## src/rtl/c880_resp_misr.sv

```systemverilog
// c880_resp_misr: folds c880 response vectors into a MISR over NPAT patterns and flags pass/fail against an expected signature
module c880_resp_misr #(
    parameter int RESP_W = 26,
    parameter int SIG_W = 32,
    parameter logic [SIG_W-1:0] POLY = 32'h04C11DB7,
    parameter logic [SIG_W-1:0] SEED = 32'h00000000,
    parameter int NPAT = 8,
    parameter int CNT_W = 16
) (
    input  logic              clk,
    input  logic              rst_n,
    input  logic              start,
    input  logic              resp_valid,
    input  logic [RESP_W-1:0] resp,
    input  logic [SIG_W-1:0]  exp_sig,
    output logic              busy,
    output logic              done,
    output logic              pass,
    output logic [SIG_W-1:0]  signature,
    output logic [CNT_W-1:0]  pat_count
);
    if (NPAT < 1) begin : g_bad_npat
        $error("NPAT must be >= 1");
    end
    if (NPAT >= (1 << CNT_W)) begin : g_bad_cnt
        $error("NPAT must be < 2**CNT_W");
    end
    if (SIG_W < RESP_W) begin : g_bad_sig
        $error("SIG_W must be >= RESP_W");
    end
    typedef enum logic [1:0] {IDLE, RUN, DONE} state_t;
    localparam logic [CNT_W-1:0] LAST = CNT_W'(NPAT - 1);
    state_t state, state_nx;
    logic [SIG_W-1:0] sig_step, sig_nx;
    logic [CNT_W-1:0] cnt_nx;
    logic pass_nx;
    assign sig_step = {signature[SIG_W-2:0], 1'b0} ^ (signature[SIG_W-1] ? POLY : '0) ^ SIG_W'(resp);
    assign busy = state == RUN;
    assign done = state == DONE;
    always_comb begin
        state_nx = state;
        sig_nx = signature;
        cnt_nx = pat_count;
        pass_nx = pass;
        if (state == RUN) begin
            if (resp_valid) begin
                sig_nx = sig_step;
                cnt_nx = pat_count + 1'b1;
                if (pat_count == LAST) begin
                    state_nx = DONE;
                    pass_nx = sig_step == exp_sig;
                end
            end
        end else if (start) begin
            // start takes priority over a coincident response, which is dropped
            state_nx = RUN;
            sig_nx = SEED;
            cnt_nx = '0;
            pass_nx = 1'b0;
        end
    end
    always_ff @(posedge clk) begin
        if (!rst_n) begin
            state <= IDLE;
            signature <= '0;
            pat_count <= '0;
            pass <= 1'b0;
        end else begin
            state <= state_nx;
            signature <= sig_nx;
            pat_count <= cnt_nx;
            pass <= pass_nx;
        end
    end
endmodule

```

## config.mk

```make
export PLATFORM = sky130hd
export DESIGN_NAME = c880_resp_misr
export DESIGN_NICKNAME = d
export VERILOG_FILES = /design/src/rtl/c880_resp_misr.sv
export SDC_FILE = /design/constraint.sdc
export NUM_CORES = 1
export LEC_CHECK = 0
export ABC_AREA = 1
export BUFFER_PORTS_ARGS = -buffer_cell sky130_fd_sc_hd__clkbuf_2
export CAP_MARGIN = 20
export CORE_MARGIN = 2
export CORE_UTILIZATION = 50
export CTS_BUF_LIST = sky130_fd_sc_hd__clkbuf_8
export CTS_CLUSTER_SIZE = 20
export DETAILED_ROUTE_END_ITERATION = 8
export PLACE_DENSITY = 0.81
export SKIP_LAST_GASP = 1
export SYNTH_ARGS = -nofsm -noshare
export SYNTH_HDL_FRONTEND = slang
export SYNTH_SLANG_ARGS = --single-unit
```

## constraint.sdc

```tcl
create_clock -name clk -period 1.85 [get_ports clk]
set_input_delay 0.37 -clock clk [delete_from_list [all_inputs] [get_ports clk]]
set_output_delay 0.37 -clock clk [all_outputs]
set_load 0.03 [all_outputs]
```

; ---- Word level (Yosys, flattened, before mapping)
; Index checks and enable logic that the tools add are counted.
[word_totals]
register_bits = 51
inputBits = 62
wordCells = 31
[op_classes]
add_sub_neg = 1
eq_ne = 6
n_mux = 15
n_bitwise = 2
n_reduce_logical = 3
[ops]
columns = operator, n
row1 = 32-bit two-way mux, 3
row2 = 16-bit two-way mux, 3
row3 = 32-bit == test, 1
row4 = 32-bit by 26-bit bitwise XOR with 32-bit output, 1
row5 = 32-bit by 27-bit bitwise XOR with 32-bit output, 1
row6 = 27-bit two-way mux, 1
row7 = "16-bit by 1-bit adder with 16-bit output, second input constant", 1
row8 = "16-bit by 3-bit == test with 1-bit output, second input constant", 1
row9 = 2-bit two-way mux, 4
row10 = 1-bit two-way mux, 4
row11 = 3-bit AND reduction, 1
row12 = "2-bit by 1-bit == test with 1-bit output, second input constant", 1
row13 = "2-bit == test, second input constant", 1
row14 = "2-bit by 1-bit != test with 1-bit output, second input constant", 1
row15 = "2-bit != test, second input constant", 1
row16 = 2-bit AND reduction, 1
row17 = 2-bit nonzero test, 1

; ---- Longest topological paths before layout
[logic_depth]
depth_word = 7
mapped_depth = 13
ltp_nobuf = 12

; ---- Worst setup path after synthesis
; OpenSTA, ideal clock, no wires.
[synth_path]
path_kind = reg2reg
start = reg pat_count[0]
end = reg pat_count[14]
setup_time_ns = 0.117
t_arrival_ns = 1.592
required_ns = 1.733
setup_slack_ns = 0.141
stages_incl_launch_ff = 9
synth_period_minus_slack_ns = 1.709
cell_sequence = dfxtp_1 -> ha_1 -> nand2_1 -> nor3_4 -> nand4_4 -> nor2_2 -> inv_1 -> o21ai_0 -> nor2_1
[synth_via]
elab_chain_len = 3
[synth_lines]
columns = item, line_no
row1 = start: declaration, 20  ; output logic [CNT_W-1:0] pat_count
row2 = start signal: assignment, 71  ; pat_count <= cnt_nx;
row3 = 16-bit by 1-bit adder with 16-bit output, 48  ; cnt_nx = pat_count + 1'b1;
row4 = 16-bit two-way mux, 46  ; if (resp_valid) begin
row5 = 16-bit two-way mux, 45  ; if (state == RUN) begin
; No other way between the ends. The select of a mux whose other input is x is not followed.
; A chain may end at the register's enable or synchronous reset.

; ---- Final worst setup path
[layout_path]
start = reg pat_count[1]
end = reg pat_count[12]
; Same word-level chain as after synthesis.

==> key figures <==
Critical path
  • Critical Path Sink Type: flop
  • Worst endpoint data arrival time: 1900 ps
  • WP data required: 2050 ps
  • Critical path, cell by cell: ha_1 -> nand2_1 -> nor3_4 -> nand4_4 -> nor2_2 -> inv_1 -> o21ai_0 -> nor2_1
  • Slowest Stage Delay on Critical Path: 410 ps
  • Critical Path Fanout Max: 4
  • Startpoint types: flop
  • Setup CP Type: flop to flop
  • CP max-delay cell: dfxtp_1

Global routing
  • First-pass GRT wire length: 15,100 um
  • Largest net degree at the start of global routing: 24
  • GRT Total Usage: 0.248
  • Fraction of met1 tracks used by global routing: 0.321
  • Grt ovf: 0
  • Gr busiest metal: met2
  • Antenna violations before repair: 0
  • Vias in the first global route: 3,506
  • Met2 usage: 0.424
  • Met3 GRT Util: 0.0398

Pwr
  • Lkg Pwr: 2.18 nW
  • Pwr dens: 587 nW/um^2
  • Max IR drop VDD: 273 uV
  • Total power: 0.00246 W

Yosys
  • EDFF count, synth: 0
  • Synth area leaders: dfxtp_1 (30%), nand2_1 (24%), inv_1 (9.4%)
  • Warnings from Yosys: 0
  • Top_reg_cell synth: dfxtp_1
  • Post-synthesis cell area: 3440 um^2
  • Asr flop ratio synth: 0
  • Synth Instances: 583
  • Largest family of logic cells by synthesized area: simple AND/OR/NAND/NOR gates
  • Synth Area in Simple Gates: 0.461
  • Register area share after synthesis: 0.297
  • Synthesized flop and latch total: 51
  • Syn_area_per_cell: 5.90 um^2
  • Cell accounting for the most synthesized area: dfxtp_1
  • Adder-cell share of the synthesized area: 0.00364
  • Top cell type's share of synthesized area: 0.297
  • Post-synthesis compound-gate area fraction: 0.0855
  • Post-synth cell types: 34
  • Mux share of post-synthesis cell area: 0
  • Net Count, Synth: 646
  • Post-Synth XOR/XNOR Area: 0.0229

STA
  • Fmax: 589 MHz
  • Worst hold slack: 375 ps
  • Final WS setup: 153 ps
  • Clock skew: 4.15 ps
  • Final worst path period need: 1700 ps
  • Max-slew headroom: 0.714
  • Total negative setup slack: 0 ps
  • Slew Viols, Final: 0
  • Slew @ Worst Pin: 429 ps
  • RSZ-0062 raised after global routing: no
  • Final setup violation count: 0
  • Hold Vio Cnt, Final: 0
  • Final period utilization: 0.917

Layout
  • ANT cells: 0
  • Proportion of layout cells with a drive suffix above 1: 0.216
  • Commonest cells after routing, fill and taps aside: nand2_1 (222), clkbuf_2 (112), inv_1 (86), nand3_1 (54), dfxtp_1 (50)
  • Nets: 757
  • Fin util: 0.623
  • Commonest non-fill, non-tap cell in the layout: nand2_1
  • Area grow syn2layout: 21.8%

Clock network
  • CTS tree: yes
  • Htree depth: 2
  • TritonCTS Sinks: 51
  • Clk Tree Root Cell: clkbuf_8
  • Clock Latency Late Sink: 300 ps
  • Reg clk slew, reported paths: 100 ps
  • Max clock buf depth: 2
  • Num CTS Buffers: 5

Floorplan
  • Rows: 30
  • Die Wd: 86.9 um
  • Starting density of the core: 0.512
  • Chip Height: 86.9 um
  • Core Region: 6720 um^2
  • Die area: 7550 um^2
  • I/O pins: 113

Routing
  • Final wirelength: 9380 um
  • Initial DRC count: 160
  • Vias: 3,992
  • Drt first pass iters: 4
  • Via/cell ratio: 5.15
  • DRT antenna net count: 0
  • Number of remaining DRC errors: 0
  • WL per Instance: 12.1 um

Place
  • Worst slack, placed: 201 ps
  • Gpl congestion: 0.865
  • Port bufs: 112
  • Dpl hpwl: 7360 um

Worst hold path
  • Min-Delay Path Class: input port to flop

Flow run
  • Max-cap viol count: 0

Run status
  • Status: finished clean
==> timing repair <==
action / 4_1_cts / 5_1_grt
gates resized for setup: 0 / 1
endpoints found under the setup margin: 0 / 1
setup buffers: 0 / 0
endpoints found under the hold margin: 0 / 0
hold buffers: 0 / 0
==> Yosys cell counts (2+ instances only) <==
master      n
nand2_1   222
inv_1      86
nand3_1    54
dfxtp_1    51
a21oi_1    44
nor2_1     39
nand3b_1   14
nand2_2     9
nand4_1     7
o21ai_0     7
buf_2       5
inv_2       5
xnor2_1     5
nor3_1      4
xor2_1      4
buf_4       3
clkbuf_1    3
or2_2       3
buf_6       2
nor3_4      2
==> routing by layer <==
| metal | vias to the layer above | part of all wire |
|---|---|---|
| met4 | 0 | 0.013 |
| met3 | 12 | 0.073 |
| met5 | - | 0 |
| met1 | 1788 | 0.43 |
| li1 | 2040 | - |
| met2 | 152 | 0.48 |
==> critical path: cells and delay by family, from the launching register on <==
family / cells / cell delay (ps)
AO/OA/AOI/OAI: 1 / 210
adder cells (fa/ha/maj): 1 / 210
buffers and inverters: 1 / 80
flip-flops: 1 / 410
AND/OR/NAND/NOR: 5 / 690
==> per-stage QoR <==
| step | cells | area, um^2 |
|---|---|---|
| 5_1_grt | 775 | 4190 |
| 6_report | 775 | 4190 |
| 4_1_cts | 775 | 4180 |
| 3_3_place_gp | 767 | 4070 |
| 3_5_place_dp | 767 | 4070 |
| 2_1_floorplan | 583 | 3440 |
==> power breakdown <==
group / total [W] / switching [W] / internal, W
sequential: 0.00115 / 0.0000269 / 0.00112
combinational: 0.000486 / 0.000307 / 0.000178
clock: 0.000823 / 0.000385 / 0.000439
==> final cells by class <==
class                           count  area [um^2]
Fill cell                         653         2530
Multi-Input combinational cell    426         1970
Sequential cell                    51         1020
Timing Repair Buffer              118          631
Inverter                           92          345
Tap cell                           80          100
Clock buffer                        6         82.6
Clock inverter                      2         35.0
==> state kept, by name, indices dropped and copies added (netlist names) <==
signal     count
signature     32
pass           1
pat_count     16
state          2
==> kinds of logic after synthesis <==
| kind of cell | after synthesis |
|---|---|
| adders and majority gates | 1 |
| AOI/OAI and AO/OA | 56 |
| xor gates and xnor gates | 9 |
| buffers and inverters | 106 |
| and+or+nand+nor | 360 |
| DFF | 51 |
==> path summary, 6_finish.rpt <==
check	start	end	slack, ps	cells past startpoint
setup / recovery	pat_count[1]	pat_count[12]	150	8
hold reg to reg	pat_count[0]	pat_count[0]	490	1
setup reg to reg	pat_count[1]	pat_count[12]	150	8
hold / removal	start	state[0]	380	3
(Power assumes the default switching activity.)
